<file path="src/rtl/mod12_down_counter.sv">
// Synchronous mod-12 down counter with load, borrow-chain cascade and terminal-count pulse.
// Define MOD12_DOWN_ONESHOT_EN to stop in DONE at zero instead of wrapping to 11.
module mod12_down_counter (
    input  logic       clk,
    input  logic       rst,
    input  logic       load,
    input  logic [3:0] load_val,
    input  logic       en,
    input  logic       bin,
    output logic [3:0] q,
    output logic       bout,
    output logic       tc,
    output logic       busy
);

`ifdef MOD12_DOWN_ONESHOT_EN
    typedef enum logic [1:0] {
        IDLE = 2'd0,
        RUN  = 2'd1,
        DONE = 2'd2
    } state_t;
`else
    typedef enum logic [1:0] {
        IDLE = 2'd0,
        RUN  = 2'd1
    } state_t;
`endif

    localparam logic [3:0] COUNT_MAX = 4'd11;

    state_t     state;
    logic [3:0] load_clamped;
    logic       at_zero;
    logic       dec;

    // Out-of-range start values saturate so q can never leave 0..11.
    assign load_clamped = (load_val > COUNT_MAX) ? COUNT_MAX : load_val;
    assign at_zero      = (q == 4'd0);
    assign dec          = en & bin & (state == RUN) & ~load;

    // The borrow is the terminal decrement itself, so a DONE state can never raise it.
    assign bout = dec & at_zero;

    always_ff @(posedge clk or posedge rst) begin
        if (rst) begin
            state <= IDLE;
            q     <= 4'd0;
            tc    <= 1'b0;
            busy  <= 1'b0;
        end else begin
            // NOTE: non-blocking default makes tc a one-cycle pulse; later assignments in this block win.
            tc <= 1'b0;
            if (load) begin
                state <= RUN;
                q     <= load_clamped;
                busy  <= 1'b1;
            end else if (dec) begin
                if (at_zero) begin
                    tc <= 1'b1;
`ifdef MOD12_DOWN_ONESHOT_EN
                    state <= DONE;
                    q     <= 4'd0;
                    busy  <= 1'b0;
`else
                    q     <= COUNT_MAX;
`endif
                end else begin
                    q <= q - 4'd1;
                end
            end
        end
    end

endmodule

</file>
<file path="config.mk">
export PLATFORM = sky130hd
export DESIGN_NAME = mod12_down_counter
export DESIGN_NICKNAME = d
export VERILOG_FILES = /design/src/rtl/mod12_down_counter.sv
export SDC_FILE = /design/constraint.sdc
export NUM_CORES = 1
export LEC_CHECK = 0
export CORE_AREA = 3 3 40 42
export DETAILED_ROUTE_END_ITERATION = 8
export DIE_AREA = 0 0 43 45
export PLACE_DENSITY = 0.59
export SLEW_MARGIN = 20
export SYNTH_ARGS = -nofsm -noshare
export SYNTH_HDL_FRONTEND = slang
export SYNTH_SLANG_ARGS = --single-unit
</file>
<file path="constraint.sdc">
create_clock -name clk -period 1.7 [get_ports clk]
set_input_delay 0.51 -clock clk [delete_from_list [all_inputs] [get_ports clk]]
set_output_delay 0.51 -clock clk [all_outputs]
set_load 0.05 [all_outputs]
</file>
==> tab_implementation.tex <==
\begin{tabular}{lr}
\hline
Metric & Value \\
\hline
\multicolumn{2}{l}{\textbf{Synth}} \\
Async set or reset register ratio after synthesis & between 90\% and 100\% \\
Number of synthesis warnings & 0 \\
Flop and latch count out of synthesis & 6 \\
Share of synthesized area occupied by flip-flops and latches & 42.3\% \\
Number of cells produced by synthesis & 34 \\
Syn\_nets & 44 \\
Top FF cell, synth & sky130\_fd\_sc\_hd\_\_dfrtp\_1 \\
Number of synthesized flops with an enable pin & 0 \\
Avg Synthesized Cell Area & approximately 10 um2 \\
Netlist Area Pre-Place & approximately 360 um2 \\
Count of cell types in the netlist & 22 \\
\multicolumn{2}{l}{\textbf{Route}} \\
Vias per inst & 5.09 \\
Violation count after the first detailed-route iteration & 2 \\
Routed vias & 397 \\
Wirelength, routed & 1100 um \\
DRC viols & 0 \\
Number of routed nets with antenna violations & 0 \\
DR pass1 iterations & 4 \\
DR WL/cell & around 14 um \\
\multicolumn{2}{l}{\textbf{Timing}} \\
Min Clock Period, post-route & 1.96 ns \\
Worst hold margin & 0.493 ns \\
Final setup skew & 0.00895 ns \\
Pins Over Slew Limit & 0 \\
Number of failing hold endpoints at the final stage & 0 \\
Headroom to the max-slew limit & 82.3\% \\
Final setup margin & -0.259 ns \\
Total Neg Setup Slack & -0.259 ns \\
Unrepaired setup endpoints after global routing & true \\
Max Freq & 510 MHz \\
Final cycle utilization of the critical path & 115\% \\
Setup violators final & 1 \\
Worst-margin pin slew & 0.265 ns \\
\multicolumn{2}{l}{\textbf{Run status}} \\
Outcome & complete, but fails checks \\
Violations in the final reports & setup timing \\
\multicolumn{2}{l}{\textbf{Critical path}} \\
Crit path kind & in -> out \\
Kind of launch point of the worst setup path & input pin \\
CP endpoint kind & primary output \\
Critical-path maximum fanout & 2 \\
Critical Path RT & approximately 1.2 ns \\
Crit path arrival time & $\sim$1.5 ns \\
\multicolumn{2}{l}{\textbf{CTS}} \\
Clock Sinks & 6 \\
Number of buffers on the longest clock path & 2 \\
CTS tree & done \\
Insertion delay of the later-clocked pin in the worst-skew pair & 0.25 ns \\
Clock slew at reported path FFs & 0.05 ns \\
Root Buffer & sky130\_fd\_sc\_hd\_\_clkbuf\_4 \\
CTS H-tree depth & 1 \\
TritonCTS Buffers & 3 \\
\multicolumn{2}{l}{\textbf{Floorplanning}} \\
Die area & $\sim$0.0019 mm2 \\
Core Rows & 13 \\
Vertical die dimension & 45 um \\
Core Footprint & $\sim$0.0013 mm2 \\
Die outline width & 43 um \\
Starting utilization of the core area & 27.7\% \\
IO Count & 16 \\
\multicolumn{2}{l}{\textbf{Global routing}} \\
Met3 GRT Util & under 10\% \\
Met1 usage in global routing & 12.5\% \\
Overflow after GRT & 0 \\
Wire length of the first global-routing pass & around 1700 um \\
Most used routing layer & met2 \\
Global routing met2 resource utilization & 23.1\% \\
Antenna violations before repair & 0 \\
Number of global-route vias before repair & 404 \\
Pin count of the biggest net entering global routing & 11 \\
GRT Util Overall & 12.7\% \\
\multicolumn{2}{l}{\textbf{Layout}} \\
Most common library cell in the layout ignoring fill and taps & sky130\_fd\_sc\_hd\_\_buf\_4 \\
Net total in the final layout & 74 \\
Final design instance area without fill & around 740 um2 \\
Antenna cells & 0 \\
Total of fill cells in the finished design & 105 \\
Area added between synthesis and finish & 107\% \\
Fraction of layout cells with a size suffix above 1 & between 50\% and 60\% \\
Commonest non-fill, non-tap cells in the layout & sky130\_fd\_sc\_hd\_\_buf\_4 (12), sky130\_fd\_sc\_hd\_\_buf\_12 (7), sky130\_fd\_sc\_hd\_\_clkdlybuf4s50\_1 (6) \\
\multicolumn{2}{l}{\textbf{Power and ir drop}} \\
Static leakage power & roughly 0.34 nW \\
IR drop worst, VDD & 446 uV \\
Power density of the placed cells & around 730 mW/mm2 \\
\multicolumn{2}{l}{\textbf{Place}} \\
GP Congestion & 0.802 \\
Port Buf Inserts & 15 \\
Total cell area at the placement stage & 663 um2 \\
Post-DP HPWL & approximately 800 um \\
Pre-CTS setup slack & -0.399 ns \\
\multicolumn{2}{l}{\textbf{Min path}} \\
Hold Crit Class & in -> async \\
\multicolumn{2}{l}{\textbf{Flow run}} \\
Number of maximum-capacitance constraint violations & 0 \\
\hline
\end{tabular}
[cells in the mapped netlist, drive strengths merged, types with 2 or more instances]
cell type,count,area share [%]
nor4b,2,4.9
o32ai,2,4.9
inv,5,5.3
a31oi,2,3.5
and4b,2,6.0
dfrtp,6,42
[metal layers]
layer / vias up / wire length (um) / part of all wire (%)
met5: - / 0 / 0
met4: 0 / 16 / 1.5
met3: 2 / 80 / 7.3
met2: 19 / 585 / 53
met1: 188 / 415 / 38
li1: 188 / - / -
[sequential cells by signal, indices dropped and copies added (netlist names)]
name and flops:
q 4, state 1, tc 1
[logic make-up after synthesis]
logic type               after synthesis  share of synthesized area, %
buffers and inverters                  7                          9.51
AND/OR/NAND/NOR                        7                          16.2
adder cells (fa/ha/maj)                1                          3.52
flip-flops                             6                          42.3
AO/OA/AOI/OAI                         13                          28.5
[stage by stage]
step           cells  power (W)  util (%)
6_report          78   0.000541      57.4
5_1_grt           78   0.000574      57.4
4_1_cts           78   0.000547      57.4
3_5_place_dp      68   0.000373      51.6
3_3_place_gp      68   0.000367      51.6
2_1_floorplan     34   0.000268         -
[path summary, 6_finish.rpt]
kind | start | to | slack (ns) | cells after the start
worst min register to register | state[0] | state[0] | 0.55 | 1
worst max register to register | state[0] | q[2] | 0.35 | 4
max in group asynchronous | rst | state[0] | 0.97 | 2
worst min-delay path | rst | tc | 0.49 | 2
min in group clk | state[0] | state[0] | 0.55 | 1
worst max-delay path | load | bout | -0.26 | 3
[layout make-up]
class                   instances  area, um2  share of cell area (%)
repair buffers                 27        308                    41.8
multi-input cells              21        211                    28.7
flip-flops and latches          6        154                    20.9
clock buffers                   4       26.3                    3.57
inverters                       5       18.8                    2.55
well taps                      15       18.8                    2.55
[worst max-delay path, stage by stage]
cell and delay (ns):
sky130_fd_sc_hd__clkdlybuf4s50_1 0.48, sky130_fd_sc_hd__nor4b_4 0.29, sky130_fd_sc_hd__buf_12 0.18
[power by group]
part	internal [W]	total (W)	switching, W
clock network	0.0000893	0.000147	0.0000574
logic	0.000124	0.000232	0.000107
registers	0.000155	0.000163	0.00000819
total	0.000369	0.000541	0.000173
[timing repair]
| action | 4_1_cts | 5_1_grt |
|---|---|---|
| endpoints found under the setup margin | 1 | 1 |
| resized for setup | 3 | 0 |
| hold buffers | 0 | 0 |
| buffers inserted | 6 | 0 |
| pin swaps | 2 | 0 |
No activity file was read; power rests on OpenSTA's default activity.
==> RTL change: new RTL, same flow settings <==
The option `MOD12_DOWN_ONESHOT_EN` is turned on by a define.
--- a/src/rtl/mod12_down_counter.sv
+++ b/src/rtl/mod12_down_counter.sv
@@ -1,5 +1,7 @@
 // Synchronous mod-12 down counter with load, borrow-chain cascade and terminal-count pulse.
 // Define MOD12_DOWN_ONESHOT_EN to stop in DONE at zero instead of wrapping to 11.
+`define MOD12_DOWN_ONESHOT_EN
+
 module mod12_down_counter (
     input  logic       clk,
     input  logic       rst,
Function: changed (a bounded check fails within 4 cycles, from zero or initial values and one cycle with rst high).
==> RTL change against the original RTL <==
  * The flow still finishes with violations (negative setup slack)
  * Area after synthesis increased by 2.1%
  * Routed wire length is 17% lower
  * Fmax increased by 8.5%
  * Core utilization shrank 3.2 points
  * Global-route usage is 1.8 points lower
  * Power down 4.8%
  * Sequential cell count increased by 1
  * Setup slack better by 0.15 ns
  * Final area is 5.6% lower
  * Synthesized cell count rose by 5.9%
  * Sequential share of layout area is 4.5 points higher
  * Sequential power is 13% higher
  * First-iteration DRC count rose to 6.0 times the old value
  * Critical path type unchanged
==> RTL change: results (changes against the original RTL) <==
* FF-to-FF End: state[0] (was q[2])
* VDD IR max at 0.480 mV (was 0.446 mV)
* Sequential area share after synthesis at 48.3% (was 42.3%)
* Failing checks: negative setup slack (unchanged)
* Post-route setup slack at -0.105 ns (was -0.259 ns)
* First-pass GRT wire length at 1490 um (was 1750 um)
* Largest net degree at the start of global routing at 12 (was 11)
* Library cells used by synthesis at 18 (was 22)
* Final std cells w/o fill at 77 (was 78)
* Reg-to-reg slack, setup at 0.32 ns (was 0.35 ns)
* Detailed Route WL at 913 um (was 1100 um)
* Worst R2R Path Depth at 5 (was 4)
* Vias post-DR at 379 (was 397)
* Syn nets at 45 (was 44)
* Iteration-0 DRC count of the detailed router at 12 (was 2)
* Tot GR Track Use at 10.8% (was 12.7%)
* Status: complete, but fails checks (unchanged)
* Worst r2r src: state[1] (was state[0])
* Compound-cell area share of the yosys netlist at 24.5% (was 28.5%)
* Gpl congestion at 0.726 (was 0.802)
* Largest registers: q x4, state x2, tc x1 (was q x4, state x1, tc x1)
* Top post-synthesis cells by area: dfrtp_1, o31a_1, nand4b_4, a21oi_1, nor2_1 (was dfrtp_1, inv_1, nor4b_1, o32ai_1, a31oi_1)
* Critical path arrival at 1.30 ns (was 1.45 ns)
* Actual slew at the worst max-slew pin at 0.331 ns (was 0.265 ns)
* Layout cells sized above 1 at 40.3% (was 54.0%)
* Post-place instance area at 659 sq um (was 663 sq um)
* Vias in the first global route at 331 (was 404)
* Final setup viols at 1 (unchanged)
* HPWL after detailed placement at 765 um (was 796 um)
* Syn Area/Cell at 10.1 sq um (was 10.5 sq um)
* Pre-CTS setup slack at -0.428 ns (was -0.399 ns)
* Post-CTS Setup Bufs at 1 (was 6)
-- RTL change: worst max-delay path, delay by kind of cell --
family / cells / cell delay, ns
buffers and inverters: 2 / 0.62
and+or+nand+nor: 1 / 0.16
-- RTL change: power breakdown --
| part | leakage (nW) | total, mW | switching (mW) | internal [mW] |
|---|---|---|---|---|
| sequential | 0.0823 | 0.185 | 0.00701 | 0.178 |
| combinational | 0.191 | 0.182 | 0.0900 | 0.0919 |
| clock | 0.0150 | 0.149 | 0.0595 | 0.0895 |
-- RTL change: layout make-up --
cell class                      count  area, sq um
Tap cell                           15         18.8
Fill cell                         122          589
Inverter                            3         11.3
Sequential cell                     7          176
Multi-Input combinational cell     25          180
Timing Repair Buffer               23          283
Clock buffer                        4         26.3
-- RTL change: worst min path at each step --
stage | cells after the start | slack, ns | endpoint | startpoint
global route | 2 | 0.53 | state[1] | rst
global placement | 2 | 0.52 | state[1] | state[1]
CTS | 2 | 0.51 | q[2] | rst
detailed placement | 2 | 0.53 | state[1] | state[1]
finish | 2 | 0.50 | state[1] | rst
floorplan | 1 | 0.31 | q[0] | rst
-- RTL change: per-layer routing --
| layer | part of all wire (%) | track usage, % | vias up |
|---|---|---|---|
| li1 | - | - | 186 |
| met1 | 49 | 15.7 | 178 |
| met2 | 44 | 14.1 | 15 |
| met3 | 6.5 | 2.39 | 0 |
| met4 | 0 | 7.23 | 0 |
| met5 | 0 | 0 | - |
-- RTL change: kinds of logic after synthesis --
family                 Yosys count
AO/OA/AOI/OAI                   13
AND/OR/NAND/NOR                 12
flip-flops                       7
buffers and inverters            4
